**config.mk**
```make
export PLATFORM = sky130hd
export DESIGN_NAME = echo_indication_proxy_flat
export DESIGN_NICKNAME = d
export VERILOG_FILES = /design/src/rtl/echo_indication_proxy_if.sv /design/src/rtl/echo_indication_proxy.sv /design/src/flat_wrapper.sv
export SDC_FILE = /design/constraint.sdc
export NUM_CORES = 1
export LEC_CHECK = 0
export BUFFER_PORTS_ARGS = -buffer_cell sky130_fd_sc_hd__clkbuf_2
export CORE_ASPECT_RATIO = 1.2
export CORE_UTILIZATION = 40
export CTS_BUF_LIST = sky130_fd_sc_hd__clkbuf_8
export CTS_CLUSTER_SIZE = 28
export DETAILED_ROUTE_END_ITERATION = 16
export SYNTH_ARGS = -nofsm -noshare
export SYNTH_HDL_FRONTEND = slang
export SYNTH_SLANG_ARGS = --single-unit
```
**constraint.sdc**
```tcl
create_clock -name CLK -period 8.4 [get_ports CLK]
set_clock_uncertainty 0.15 [all_clocks]
set_input_delay 1.26 -clock CLK [delete_from_list [all_inputs] [get_ports CLK]]
set_output_delay 1.26 -clock CLK [all_outputs]
set_load 0.02 [all_outputs]
```
**src/rtl/echo_indication_proxy_if.sv**
```systemverilog
// -----------------------------------------------------------------------------
// echo_indication_proxy_if
//   Bundles the two handshakes of the echo indication proxy:
//     - ind_echo method call from the echo block (ENA strobe, 32-bit payload,
//       RDY backpressure);
//     - the outgoing message word stream toward the host portal
//       (out_valid / out_ready / out_data / out_last).
//
//   Handshake rules, for both channels:
//     A transfer happens at a rising CLK edge exactly when the source's
//     strobe (ind_echo__ENA / out_valid) and the sink's ready
//     (ind_echo__RDY / out_ready) are both high. While out_valid is high
//     and out_ready is low, out_data and out_last hold their values.
//     ind_echo__ENA may be raised regardless of ind_echo__RDY; a strobe
//     without RDY is a dropped call and is flagged as an overflow.
//
//   Modports:
//     slave  : the proxy itself (consumes ind_echo, produces message words)
//     master : the environment (echo block + host portal sink)
// -----------------------------------------------------------------------------
interface echo_indication_proxy_if;
  logic        ind_echo__ENA;
  logic [31:0] ind_echo_v;
  logic        ind_echo__RDY;
  logic        out_valid;
  logic        out_ready;
  logic [31:0] out_data;
  logic        out_last;

  modport slave (
    input  ind_echo__ENA,
    input  ind_echo_v,
    input  out_ready,
    output ind_echo__RDY,
    output out_valid,
    output out_data,
    output out_last
  );

  modport master (
    output ind_echo__ENA,
    output ind_echo_v,
    output out_ready,
    input  ind_echo__RDY,
    input  out_valid,
    input  out_data,
    input  out_last
  );
endinterface

```
**src/rtl/echo_indication_proxy.sv**
```systemverilog
// -----------------------------------------------------------------------------
// echo_indication_proxy
//   Downstream stage of the echo block. Buffers ind_echo payloads in a small
//   FIFO and serialises each one into a two-word message:
//     word 0 (header)  : {METHOD_ID, MSG_LEN}, out_last = 0
//     word 1 (payload) : the 32-bit payload,   out_last = 1
//
// Ports:
//   CLK          clock, all state changes on the rising edge
//   nRST         synchronous active-low reset
//   bus          echo_indication_proxy_if.slave (ind_echo call + word stream)
//   occupancy    FIFO entries currently held, 0..DEPTH
//   err_overflow sticky flag: a call was strobed while RDY was low
//   msg_count    completed messages, wraps modulo 2^16
//   state_dbg    current FSM state (0 IDLE, 1 HDR, 2 DATA)
//
// Parameters:
//   DEPTH      FIFO entries, power of two and at least 2
//   METHOD_ID  header bits [31:16]
//   MSG_LEN    header bits [15:0]
// -----------------------------------------------------------------------------
module echo_indication_proxy #(
  parameter int          DEPTH     = 4,
  parameter logic [15:0] METHOD_ID = 16'h0001,
  parameter logic [15:0] MSG_LEN   = 16'd2
) (
  input  logic                      CLK,
  input  logic                      nRST,
  echo_indication_proxy_if.slave    bus,
  output logic [$clog2(DEPTH):0]    occupancy,
  output logic                      err_overflow,
  output logic [15:0]               msg_count,
  output logic [1:0]                state_dbg
);

  localparam int PTR_W = $clog2(DEPTH);
  localparam int OCC_W = PTR_W + 1;
  localparam logic [31:0] HEADER_WORD = {METHOD_ID, MSG_LEN};

  typedef enum logic [1:0] {
    S_IDLE = 2'd0,
    S_HDR  = 2'd1,
    S_DATA = 2'd2
  } state_t;

  // ---------------------------------------------------------------------------
  // State
  // ---------------------------------------------------------------------------
  state_t             state_q,     state_d;
  logic [31:0]        mem_q [DEPTH];
  logic [31:0]        mem_d [DEPTH];
  logic [PTR_W-1:0]   wr_ptr_q,    wr_ptr_d;
  logic [PTR_W-1:0]   rd_ptr_q,    rd_ptr_d;
  logic [OCC_W-1:0]   occ_q,       occ_d;
  logic [31:0]        payload_q,   payload_d;
  logic               out_valid_q, out_valid_d;
  logic [31:0]        out_data_q,  out_data_d;
  logic               out_last_q,  out_last_d;
  logic               err_q,       err_d;
  logic [15:0]        msg_count_q, msg_count_d;

  logic               rdy;
  logic               push;
  logic               pop;
  logic [31:0]        head;

  // RDY looks only at registered occupancy: a pop in the same cycle does not
  // free a slot for a simultaneous push when the FIFO is full.
  assign rdy  = nRST && (occ_q != OCC_W'(DEPTH));
  assign push = bus.ind_echo__ENA && rdy;
  assign head = mem_q[rd_ptr_q];

  // ---------------------------------------------------------------------------
  // Next-state logic
  // ---------------------------------------------------------------------------
  always_comb begin
    state_d     = state_q;
    mem_d       = mem_q;
    wr_ptr_d    = wr_ptr_q;
    rd_ptr_d    = rd_ptr_q;
    occ_d       = occ_q;
    payload_d   = payload_q;
    out_valid_d = out_valid_q;
    out_data_d  = out_data_q;
    out_last_d  = out_last_q;
    err_d       = err_q;
    msg_count_d = msg_count_q;
    pop         = 1'b0;

    // Enqueue side
    if (push) begin
      mem_d[wr_ptr_q] = bus.ind_echo_v;
      wr_ptr_d        = wr_ptr_q + PTR_W'(1);
    end

    // A strobe with no room is a lost call; remember it until reset.
    if (bus.ind_echo__ENA && !rdy && nRST) begin
      err_d = 1'b1;
    end

    // Serialiser. Outputs are registered: each branch loads the word that
    // belongs to the state being entered, so out_* always match state_q.
    // Pops test occ_q, so an entry pushed this cycle is never popped until
    // the next one.
    case (state_q)
      S_IDLE: begin
        if (occ_q != '0) begin
          pop         = 1'b1;
          payload_d   = head;
          state_d     = S_HDR;
          out_valid_d = 1'b1;
          out_data_d  = HEADER_WORD;
          out_last_d  = 1'b0;
        end
      end

      S_HDR: begin
        if (bus.out_ready) begin
          state_d     = S_DATA;
          out_valid_d = 1'b1;
          out_data_d  = payload_q;
          out_last_d  = 1'b1;
        end
      end

      S_DATA: begin
        if (bus.out_ready) begin
          msg_count_d = msg_count_q + 16'd1;
          if (occ_q != '0) begin
            // Chain straight into the next header: no idle bubble.
            pop         = 1'b1;
            payload_d   = head;
            state_d     = S_HDR;
            out_valid_d = 1'b1;
            out_data_d  = HEADER_WORD;
            out_last_d  = 1'b0;
          end else begin
            state_d     = S_IDLE;
            out_valid_d = 1'b0;
            out_data_d  = '0;
            out_last_d  = 1'b0;
          end
        end
      end

      default: begin
        state_d     = S_IDLE;
        out_valid_d = 1'b0;
        out_data_d  = '0;
        out_last_d  = 1'b0;
      end
    endcase

    if (pop) begin
      rd_ptr_d = rd_ptr_q + PTR_W'(1);
    end

    // Push and pop together leave occupancy unchanged.
    case ({push, pop})
      2'b10:   occ_d = occ_q + OCC_W'(1);
      2'b01:   occ_d = occ_q - OCC_W'(1);
      default: occ_d = occ_q;
    endcase
  end

  // ---------------------------------------------------------------------------
  // Registers
  // ---------------------------------------------------------------------------
  always_ff @(posedge CLK) begin
    if (!nRST) begin
      state_q     <= S_IDLE;
      for (int i = 0; i < DEPTH; i++) begin
        mem_q[i] <= '0;
      end
      wr_ptr_q    <= '0;
      rd_ptr_q    <= '0;
      occ_q       <= '0;
      payload_q   <= '0;
      out_valid_q <= 1'b0;
      out_data_q  <= '0;
      out_last_q  <= 1'b0;
      err_q       <= 1'b0;
      msg_count_q <= '0;
    end else begin
      state_q     <= state_d;
      for (int i = 0; i < DEPTH; i++) begin
        mem_q[i] <= mem_d[i];
      end
      wr_ptr_q    <= wr_ptr_d;
      rd_ptr_q    <= rd_ptr_d;
      occ_q       <= occ_d;
      payload_q   <= payload_d;
      out_valid_q <= out_valid_d;
      out_data_q  <= out_data_d;
      out_last_q  <= out_last_d;
      err_q       <= err_d;
      msg_count_q <= msg_count_d;
    end
  end

  // ---------------------------------------------------------------------------
  // Outputs
  // ---------------------------------------------------------------------------
  assign bus.ind_echo__RDY = rdy;
  assign bus.out_valid     = out_valid_q;
  assign bus.out_data      = out_data_q;
  assign bus.out_last      = out_last_q;
  assign occupancy         = occ_q;
  assign err_overflow      = err_q;
  assign msg_count         = msg_count_q;
  assign state_dbg         = state_q;

endmodule
```
**src/flat_wrapper.sv**
```systemverilog
// flat-port wrapper written by rule: the top's interface ports become plain ports
module echo_indication_proxy_flat 
#(
  parameter int          DEPTH     = 4,
  parameter logic [15:0] METHOD_ID = 16'h0001,
  parameter logic [15:0] MSG_LEN   = 16'd2
)
  (CLK, nRST, occupancy, err_overflow, msg_count, state_dbg, bus_ind_echo__ENA, bus_ind_echo_v, bus_out_ready, bus_ind_echo__RDY, bus_out_valid, bus_out_data, bus_out_last);
  echo_indication_proxy_if bus_i ();
  input  logic CLK;
  input  logic nRST;
  output logic [$clog2(DEPTH):0] occupancy;
  output logic err_overflow;
  output logic [15:0] msg_count;
  output logic [1:0] state_dbg;
  input wire logic [$bits(bus_i.ind_echo__ENA)-1:0] bus_ind_echo__ENA;
  input wire logic [$bits(bus_i.ind_echo_v)-1:0] bus_ind_echo_v;
  input wire logic [$bits(bus_i.out_ready)-1:0] bus_out_ready;
  output wire logic [$bits(bus_i.ind_echo__RDY)-1:0] bus_ind_echo__RDY;
  output wire logic [$bits(bus_i.out_valid)-1:0] bus_out_valid;
  output wire logic [$bits(bus_i.out_data)-1:0] bus_out_data;
  output wire logic [$bits(bus_i.out_last)-1:0] bus_out_last;
  assign bus_i.ind_echo__ENA = bus_ind_echo__ENA;
  assign bus_i.ind_echo_v = bus_ind_echo_v;
  assign bus_i.out_ready = bus_out_ready;
  assign bus_ind_echo__RDY = bus_i.ind_echo__RDY;
  assign bus_out_valid = bus_i.out_valid;
  assign bus_out_data = bus_i.out_data;
  assign bus_out_last = bus_i.out_last;
  echo_indication_proxy #(.DEPTH(DEPTH), .METHOD_ID(METHOD_ID), .MSG_LEN(MSG_LEN)) u_core (.CLK(CLK), .nRST(nRST), .bus(bus_i), .occupancy(occupancy), .err_overflow(err_overflow), .msg_count(msg_count), .state_dbg(state_dbg));
endmodule
```
* Word-level counts from Yosys, hierarchy flattened
Index checks and enable logic that the tools add are counted.
Word-level totals: flip-flop bits (word level) 220, output and inout bits 57, word-level logic and storage cells 75
Operators by class: add/subtract/negate cells 5, order comparisons 3, equality and inequality tests 8, mux-type cells 30, bitwise operators 2, reductions and logical operators 13
Operators with widths (count):
- $mux 32 | 8
- $bwmux 128 | 1
- $pmux 32 s3 | 1
- $bmux 32 s2 | 1
- $demux 32 s2 | 1
- $pmux 32 s2 | 1
- $mux 17 | 1
- $add 16x1->16 const B | 1
- $mux 1 | 8
- $ge 3x3->1 const B | 2
- $mux 2 | 3
- $not 2->3 | 2
- $pmux 1 s3 | 2
- $pmux 2 s3 | 1
- $pmux 3 s2 | 1
- $logic_and 1x1->1 | 5
- $add 2x1->2 const B | 2
- $eq 2x1->1 const B | 2
- $eq 2x2->1 const B | 2
- $ne 2x2->1 const B | 2
- $reduce_and 2->1 | 2
- $reduce_bool 2->1 | 2
- $add 3x1->3 const B | 1
- $lt 3x1->1 const B | 1
- other kinds (8) | 8

* Depth between registers and ports, before layout
Gate-level depths: netlist (run 1).
word-level depth 7, gate-level depth with buffers 12, mapped depth without buffers 9

* Worst setup path before layout (run 1)
Ideal clock, no wire load.
path type input port to flip-flop, start in bus_out_ready, end reg u_core.occ_q[2] (netlist: u_core.occupancy[2]), data arrival time 3257 ps, data required time 8180 ps, slack 4923 ps, stages on the path 11, cells stage by stage and2b_1 > or3_1 > clkbuf_1 > inv_1 > buf_2 > ha_1 > inv_1 > fa_1 > xor2_1 > or3_1 > a21oi_1
Between the ends: longest elaborated chain between the ends 4, elaborated cells between the ends (all ways) 6, classes of those cells eq/ne: 2; mux: 3; reduce/logical: 1
Ends and longest elaborated chain:
- start, declared | line flat_wrapper.sv:18 | input wire logic [$bits(bus_i.out_ready)-1:0] bus_out_ready;
- $mux 1 * | line echo_indication_proxy.sv:127 | if (bus.out_ready) begin
- $pmux 1 s2 * | line echo_indication_proxy.sv:105 | case (state_q)
- net u_core.pop | line echo_indication_proxy.sv:64 | logic pop;
- $eq 2x1->1 / $eq 2x2->1 (equally long branches) | line echo_indication_proxy.sv:159 | case ({push, pop})
- $pmux 3 s2 / $reduce_bool 2->1 (equally long branches)
- end signal, assigned | line echo_indication_proxy.sv:177 | occ_q <= '0;
- end signal, assigned | line echo_indication_proxy.sv:191 | occ_q <= occ_d;
- end, declared | line echo_indication_proxy.sv:54 | logic [OCC_W-1:0] occ_q, occ_d;
Mark *: on every way through the listed nets, which the timed path passes. The rest lies on a longest branch. A chain may end at the register's enable or synchronous reset.

* Final worst setup path (run 1)
start in bus_out_ready, end reg u_core.occ_q[2] (netlist: u_core.occupancy[2])
Between the ends: longest elaborated chain between the ends 4, elaborated cells between the ends (all ways) 6, classes of those cells eq/ne: 2; mux: 3; reduce/logical: 1
Ends and longest elaborated chain (line):
- $mux 1 * | echo_indication_proxy.sv:127
- $pmux 1 s2 * | echo_indication_proxy.sv:105
- $eq 2x1->1 / $eq 2x2->1 (equally long branches) | echo_indication_proxy.sv:159
- $pmux 3 s2 / $reduce_bool 2->1 (equally long branches)
Every way passes the cells marked *; elsewhere a longest branch is shown, timed or not.

==> run metrics, run 1 <==
run status finished clean; start of the worst register-to-register path u_core.state_dbg[1]$_SDFFE_PN0P_; CTS tree yes; nets in the synthesized netlist 1053; Least-Margin Pin Slew 1.129 ns; violation count after the first detailed-route iteration 604; Reg clk slew, reported paths 0.06 ns; port bufs 92; routed length on met1 9.999 mm; number of buffers added to fix hold violations after cts 0; standard-cell rows 59; worst hold path endpoint u_core.mem_q[13]$_SDFFE_PN0P_; count of final max-slew check failures 0; IR Drop Worst-Case VDD 0.0002010 V; floorplan die height 164.2 um; Placed Instances 1299; Global Route Usage Sum 0.2055; slack of the critical path 4.696 ns; kind of launch point of the worst setup path input port; Setup WS pre-CTS 4.180 ns; R2R cell count 11; length of routed met2 wiring 11.01 mm; H-tree depth reported by CTS 2; largest fanout on the critical path 35; Num CTS Buffers 35; cell with the most instances after synthesis sky130_fd_sc_hd__dfxtp_1; source-to-sink clock delay at the later pin of the worst-skew pair 0.52 ns; syn avg cell area 8.688 um2; CP Launch Point bus_out_ready; Synth Flop Type sky130_fd_sc_hd__dfxtp_1; Die Outline Area 0.02254 mm2; DR WL met3 1.422 mm; worst relative slew slack 0.2471; Clock Tree Root sky130_fd_sc_hd__clkbuf_8; number of nets in the layout 1105; top cells by count, synth sky130_fd_sc_hd__dfxtp_1 (219), sky130_fd_sc_hd__nand2_1 (202), sky130_fd_sc_hd__a21oi_1 (170); largest net degree at the start of global routing 112; Setup crit end kind flip-flop; capturing point of the worst reg2reg path u_core.occupancy[2]$_SDFFE_PN0P_; effective utilization at floorplan 0.4057; final cell count without fillers 1355; Min Clock Period, post-route 3.704 ns; HP Start u_core.mem_q[13]$_SDFFE_PN0P_; Antenna Nets Post-Route 0; achievable frequency 270.0 MHz; RD Place Congestion 0.7566; number of detailed-route iterations in the first pass 5; fill cell total of the finished layout 2166; wire length of the first global-routing pass 36.34 mm; final routed DRC violation total 0; arrival time of data at the critical path endpoint 3.98 ns; Max Used Layer met5; maximum clock insertion buffer count 3; pwr dens 256.0 mW/mm2; share of synthesized registers carrying an async set or reset 0; vias per cell 5.368; number of global-route vias before repair 6864; grt ovf 0; top-area cell type share of the netlist area 0.4996; number of cells on the worst hold path 2; number of instances in the synthesized netlist 1010; core area 0.02163 mm2; portion of the post-synthesis area used by sequential elements 0.4996; Post-CTS Setup Repair Bufs 0; number of synthesized flops with an enable pin 0; sum of negative setup slack 0 ns; flops & latches, synth 219; endpoints failing hold 0; WS Path Type in2reg; total via count after detailed routing 7274; cts repair resizes 0; class of the tightest hold or removal check reg2reg; Setup violations, final 0; setup slack of the most critical reg-to-reg path 5.17 ns; Max Cap Violations 0; dominant cell type by area after synthesis sky130_fd_sc_hd__dfxtp_1; wire length after detailed routing 22.76 mm; number of antenna violations at the first check in global routing 2; Routed WL per cell 16.80 um; RSZ-0062 raised after global routing no; layout cells sized above 1 0.1767; largest cells by area after synthesis sky130_fd_sc_hd__dfxtp_1 (50%), sky130_fd_sc_hd__a21oi_1 (9.7%), sky130_fd_sc_hd__nand2_1 (8.6%), sky130_fd_sc_hd__mux4_2 (8.2%), sky130_fd_sc_hd__nand3_1 (7.5%); Synth cell types 39; die span in x 137.2 um; # clock sinks 219; HPWL after DPL 12.96 mm; required time of the critical path 8.68 ns; synthesis-to-finish area growth 13.65%; antenna cell count 0; synthesized cell area 0.008775 mm2; static power due to leakage 0.003504 uW; final worst path period share 0.4409; Synthesis Warnings 0; number of placed I/O pins 93
## report_power, final
part | switching [uW] | leakage, uW | internal, uW
Clock | 394 | 0.000376 | 457
Sequential | 37.5 | 0.00177 | 1100
Combinational | 399 | 0.00136 | 170
Total | 831 | 0.00350 | 1720
## sequential cells by signal, summed over array words and instances (netlist names)
| signal | flops |
|---|---|
| u_core.bus.out_data | 32 |
| u_core.bus.out_valid | 1 |
| u_core.err_overflow | 1 |
| u_core.mem_q | 128 |
| u_core.msg_count | 16 |
| u_core.occupancy | 3 |
| u_core.payload_q | 32 |
| u_core.rd_ptr_q | 2 |
| u_core.state_dbg | 2 |
| u_core.wr_ptr_q | 2 |
## layout by cell type (no fill, tap or decap), types with 3 or more instances in the layout
master,synthesis,routed
sky130_fd_sc_hd__a21oi_1,170,170
sky130_fd_sc_hd__nand2_1,202,202
sky130_fd_sc_hd__nand4_1,8,8
sky130_fd_sc_hd__mux2i_1,3,3
sky130_fd_sc_hd__inv_1,12,23
sky130_fd_sc_hd__a22oi_1,30,30
sky130_fd_sc_hd__o21ai_0,6,6
sky130_fd_sc_hd__nor3b_1,3,3
sky130_fd_sc_hd__nor3_1,4,4
sky130_fd_sc_hd__ha_1,6,6
sky130_fd_sc_hd__nor2_1,51,51
sky130_fd_sc_hd__nand3_1,131,131
sky130_fd_sc_hd__buf_4,4,15
sky130_fd_sc_hd__clkbuf_8,0,43
sky130_fd_sc_hd__xor2_1,5,5
sky130_fd_sc_hd__clkbuf_2,0,92
sky130_fd_sc_hd__or3_1,7,7
sky130_fd_sc_hd__dfxtp_1,219,218
sky130_fd_sc_hd__mux4_2,32,32
sky130_fd_sc_hd__xnor2_1,7,7
## cell type report
class	count	area (um2)	share of cell area
sequential	219	4385	0.4398
timing repair buffer	107	573.1	0.05747
clock inverter	13	51.30	0.005144
tap	274	342.8	0.03438
multi-input combinational	686	3974	0.3985
clock buffer	43	591.8	0.05935
inverter	13	53.80	0.005395
## logic make-up (layout without fill, tap and decap cells)
group / after synthesis / in the layout / synth area share
AOI/OAI and AO/OA: 213 / 213 / 0.1322
xor gates and xnor gates: 12 / 12 / 0.01198
adders and majority gates: 7 / 7 / 0.01084
buffers and inverters: 105 / 176 / 0.04877
DFF: 219 / 219 / 0.4996
muxes: 35 / 35 / 0.08556
and+or+nand+nor: 419 / 419 / 0.2110
## critical path, cell delays in order
cell and delay (ns):
sky130_fd_sc_hd__clkbuf_2 0.16, sky130_fd_sc_hd__and2b_1 0.19, sky130_fd_sc_hd__or3_1 0.30, sky130_fd_sc_hd__buf_4 0.25
sky130_fd_sc_hd__inv_1 0.17, sky130_fd_sc_hd__buf_4 0.35, sky130_fd_sc_hd__ha_1 0.25, sky130_fd_sc_hd__inv_1 0.06
sky130_fd_sc_hd__fa_1 0.37, sky130_fd_sc_hd__xor2_1 0.16, sky130_fd_sc_hd__or3_1 0.31, sky130_fd_sc_hd__a21oi_1 0.13
## worst max-delay path by stage
stage / slack (ns) / to
final: 4.70 / u_core.occupancy[2]$_SDFFE_PN0P_
after global routing: 4.51 / u_core.occupancy[2]$_SDFFE_PN0P_
after detailed placement: 4.18 / u_core.occupancy[2]$_SDFFE_PN0P_
after CTS: 4.71 / u_core.occupancy[2]$_SDFFE_PN0P_
after global placement: 4.24 / u_core.occupancy[2]$_SDFFE_PN0P_
after floorplan: 4.92 / u_core.occupancy[2]$_SDFFE_PN0P_
## per-stage QoR
stage	total power, uW	util	hold WS, ns	instance area [um2]
finish	2553	0.4610	0.3015	9972
global route	2693	0.4610	0.3145	9972
CTS	2589	0.4610	0.3034	9972
detailed placement	1731	0.4313	0.2949	9329
global placement	1726	0.4313	0.2893	9329
floorplan	1578	-	0.2831	8775
## routing by layer
metal / up-vias / track usage
met4: 4 / 0.06743
met3: 25 / 0.04568
met2: 184 / 0.3361
met1: 3452 / 0.2667
li1: 3609 / -
met5: - / 0
Note: power is estimated with default switching activity, not from simulation.
==> run 2: changes to the inputs <==
--- a/config.mk
+++ b/config.mk
@@ -5,6 +5,7 @@
 export SDC_FILE = /design/constraint.sdc
 export NUM_CORES = 1
 export LEC_CHECK = 0
+export ABC_AREA = 1
 export BUFFER_PORTS_ARGS = -buffer_cell sky130_fd_sc_hd__clkbuf_2
 export CORE_ASPECT_RATIO = 1.2
 export CORE_UTILIZATION = 40
==> constraint.sdc (replaced) <==
create_clock -name CLK -period 3.1 [get_ports CLK]
set_clock_uncertainty 0.15 [all_clocks]
set_input_delay 0.465 -clock CLK [delete_from_list [all_inputs] [get_ports CLK]]
set_output_delay 0.465 -clock CLK [all_outputs]
set_load 0.02 [all_outputs]
==> run metrics, run 2 <==
largest net degree at the start of global routing 101 (-9.8%); CTS tree yes; kind of launch point of the worst setup path input port; grt ovf 0 (unchanged); number of placed I/O pins 93 (unchanged); Min Clock Period, post-route 2.469 ns; Die Outline Area 0.02265 mm2 (+0.52%); R2R cell count 10 (-1); count of final max-slew check failures 0 (unchanged); switching share of total power 0.3655 (+0.04006); Synth Flop Type sky130_fd_sc_hd__dfxtp_1; syn avg cell area 7.290 um2 (-16%); HP Start bus_ind_echo_v[24]; number of buffers added to fix hold violations after cts 0 (unchanged); IR Drop Worst-Case VDD 0.0004349 V (+120%); buffers and inverters on the worst path 4 (-1); wire length of the first global-routing pass 38.13 mm (+4.9%); sum of negative setup slack 0 ns (unchanged); RD Place Congestion 0.7519 (-0.62%); most frequent cells in the layout sky130_fd_sc_hd__nor2_1 (408), sky130_fd_sc_hd__dfxtp_1 (218), sky130_fd_sc_hd__o21ai_0 (211); largest cells by area after synthesis sky130_fd_sc_hd__dfxtp_1 (50%), sky130_fd_sc_hd__nor2_1 (17%), sky130_fd_sc_hd__o21ai_0 (12%), sky130_fd_sc_hd__nand2_1 (4.3%), sky130_fd_sc_hd__a21oi_1 (2.8%); effective utilization at floorplan 0.4078 (+0.002140); Max Cap Violations 0 (unchanged); CP top delay family buffers and inverters; core area 0.02163 mm2 (unchanged); static power due to leakage 0.004412 uW (+26%); number of nets in the layout 1317 (+19%); HPWL after DPL 13.53 mm (+4.4%); number of global-route vias before repair 7347 (+7.0%); max FFs per register 128 (unchanged); source-to-sink clock delay at the later pin of the worst-skew pair 0.54 ns (+0.02 ns); cell with the most instances after synthesis sky130_fd_sc_hd__nor2_1; share of total power in sequential cells 0.397 (-0.047); floorplan die height 164.7 um (+0.26%); number of synthesized flops with an enable pin 0 (unchanged); switching component of the power 3167 uW (+280%); CP Launch Point nRST; number of cells on the worst hold path 3 (+1); share of total power in the clock network 0.304 (-0.029); synthesis-to-finish area growth 14.84%; final routed DRC violation total 0 (unchanged); most common library cell in the layout ignoring fill and taps sky130_fd_sc_hd__nor2_1; endpoints failing hold 0 (unchanged); standard-cell rows 59 (unchanged); synthesized cell area 0.008821 mm2 (+0.53%); Global Route Usage Sum 0.2129 (+0.007412); Slowest cell on crit path sky130_fd_sc_hd__buf_4; top cells by count, synth sky130_fd_sc_hd__nor2_1 (408), sky130_fd_sc_hd__dfxtp_1 (219), sky130_fd_sc_hd__o21ai_0 (211); number of antenna violations at the first check in global routing 0 (-2); number of instances in the synthesized netlist 1210 (+20%); Setup violations, final 0 (unchanged); achievable frequency 405.0 MHz; Reg clk slew, reported paths 0.06 ns (about the same); flops & latches, synth 219 (unchanged); Num CTS Buffers 37 (+5.7%); nets in the synthesized netlist 1253 (+19%); pwr dens 855.3 mW/mm2 (+230%); Top reg by flops u_core.mem_q; fill cell total of the finished layout 2266 (+4.6%); Crit path depth 5 (-7); library cell appearing most often on the critical path sky130_fd_sc_hd__buf_4; # clock sinks 219 (unchanged); largest stage delay on the critical path 0.73 ns (+0.36 ns); die span in x 137.6 um (+0.26%); Routed WL per cell 15.22 um (-9.4%); violation count after the first detailed-route iteration 526 (-13%); final worst path period share 0.7966; Synthesis Warnings 0 (unchanged); run status finished clean; wire length after detailed routing 23.94 mm (+5.1%); sequence of cells on the critical path buf_4, buf_4, nand2_1, inv_1, clkbuf_2; WS Path Type in2out; Clock Tree Root sky130_fd_sc_hd__clkbuf_8; maximum clock insertion buffer count 3 (unchanged); Antenna Nets Post-Route 0 (unchanged); arrival time of data at the critical path endpoint 1.85 ns (-2.13 ns); vias per cell 5.111 (-4.8%); dominant cell type by area after synthesis sky130_fd_sc_hd__dfxtp_1; Least-Margin Pin Slew 0.8958 ns (-0.2334 ns); number of detailed-route iterations in the first pass 7 (+2); start of the worst register-to-register path u_core.occupancy[1]$_SDFFE_PN0P_; share of synthesized registers carrying an async set or reset 0 (unchanged); Post-CTS Setup Repair Bufs 0 (unchanged); Synth cell types 28 (-28%); H-tree depth reported by CTS 2 (unchanged); portion of the post-synthesis area used by sequential elements 0.4970 (-0.002622); required time of the critical path 2.48 ns (-6.20 ns); class of the tightest hold or removal check in2reg; top-area cell type share of the netlist area 0.4970 (-0.002622); worst relative slew slack 0.4028 (+0.1556); port bufs 92 (unchanged); RSZ-0062 raised after global routing no; Setup crit end kind output pin; total via count after detailed routing 8039 (+11%); Gate power share 0.300 (+0.077); cts repair resizes 0 (unchanged); Internal Pwr Total 5497 uW (+220%); worst-case hold slack 0.05730 ns (-0.2442 ns); setup slack of the most critical reg-to-reg path 0.96 ns (-4.21 ns); antenna cell count 0 (unchanged); layout cells sized above 1 0.1401 (-0.03658); largest fanout on the critical path 100 (+190%)
run 2: cell count changes after synthesis, moves of 30 or more:
cell	before	now
sky130_fd_sc_hd__nor2_1	51	408
sky130_fd_sc_hd__a22oi_1	30	0
sky130_fd_sc_hd__mux4_2	32	0
sky130_fd_sc_hd__nand2_1	202	101
sky130_fd_sc_hd__o21ai_0	6	211
sky130_fd_sc_hd__nand3_1	131	8
sky130_fd_sc_hd__o22ai_1	2	32
sky130_fd_sc_hd__a21oi_1	170	49
run 2: stage by stage:
step	instances	worst slack, ns	cell area [um2]	utilization	power [uW]
detailed placement	1509	0.6504	9369	0.4332	6073
CTS	1573	0.6518	10130	0.4683	8718
global placement	1509	0.6075	9369	0.4332	6063
finish	1573	0.6307	10130	0.4683	8663
global route	1573	0.4693	10130	0.4683	9227
floorplan	1210	0.8673	8821	-	5336
run 2: kinds of logic (layout without fill, tap and decap cells):
kind of cell               count (synthesis)  after routing  synth area share
and+or+nand+nor                          540            540            0.2423
AOI/OAI and AO/OA                        319            319            0.1868
DFF                                      219            219            0.4970
buffers and inverters                    122            211           0.06014
adders and majority gates                  7              7           0.01078
xor gates and xnor gates                   3              3          0.002979
run 2: path summary, 6_finish.rpt:
kind                                 endpoint
max                         bus_ind_echo__RDY
min             u_core.mem_q[24]$_SDFFE_PN0P_
max reg2reg  u_core.occupancy[2]$_SDFFE_PN0P_
min reg2reg  u_core.err_overflow$_SDFFE_PN0P_
run 2: worst register-to-register path: stages, from the launching register on:
cell,delay (ns)
sky130_fd_sc_hd__dfxtp_1,0.35
sky130_fd_sc_hd__nor2_2,0.15
sky130_fd_sc_hd__nand2_2,0.09
sky130_fd_sc_hd__nand3_4,0.16
sky130_fd_sc_hd__ha_1,0.18
sky130_fd_sc_hd__inv_1,0.06
sky130_fd_sc_hd__fa_1,0.38
sky130_fd_sc_hd__a21oi_1,0.16
sky130_fd_sc_hd__o21ai_0,0.13
sky130_fd_sc_hd__o21ai_0,0.17
sky130_fd_sc_hd__a21oi_1,0.05
run 2: power groups by stage:
stage / clock network [uW] / registers (uW) / logic [uW]
2_1_floorplan: 0 / 3510 / 1820
3_3_place_gp: 0 / 3480 / 2580
3_5_place_dp: 0 / 3490 / 2590
4_1_cts: 2690 / 3430 / 2590
5_1_grt: 2820 / 3480 / 2920
6_report: 2630 / 3440 / 2600
run 2: layer usage:
layer / up-vias / GRT usage / routed length [um]
li1: 4063 / - / -
met3: 29 / 0.04052 / 1138
met1: 3762 / 0.2934 / 11880
met4: 0 / 0.06094 / 340
met2: 185 / 0.3360 / 10580
met5: - / 0 / 0
run 2: cell type report:
cell class                      count  area (um2)  area share
Tap cell                          274       342.8     0.03384
Multi-Input combinational cell    869        3906      0.3856
Clock buffer                       49       674.4     0.06658
Inverter                           41       153.9     0.01519
Timing Repair Buffer              106       580.6     0.05731
Sequential cell                   219        4385      0.4329
Clock inverter                     15       86.33    0.008523
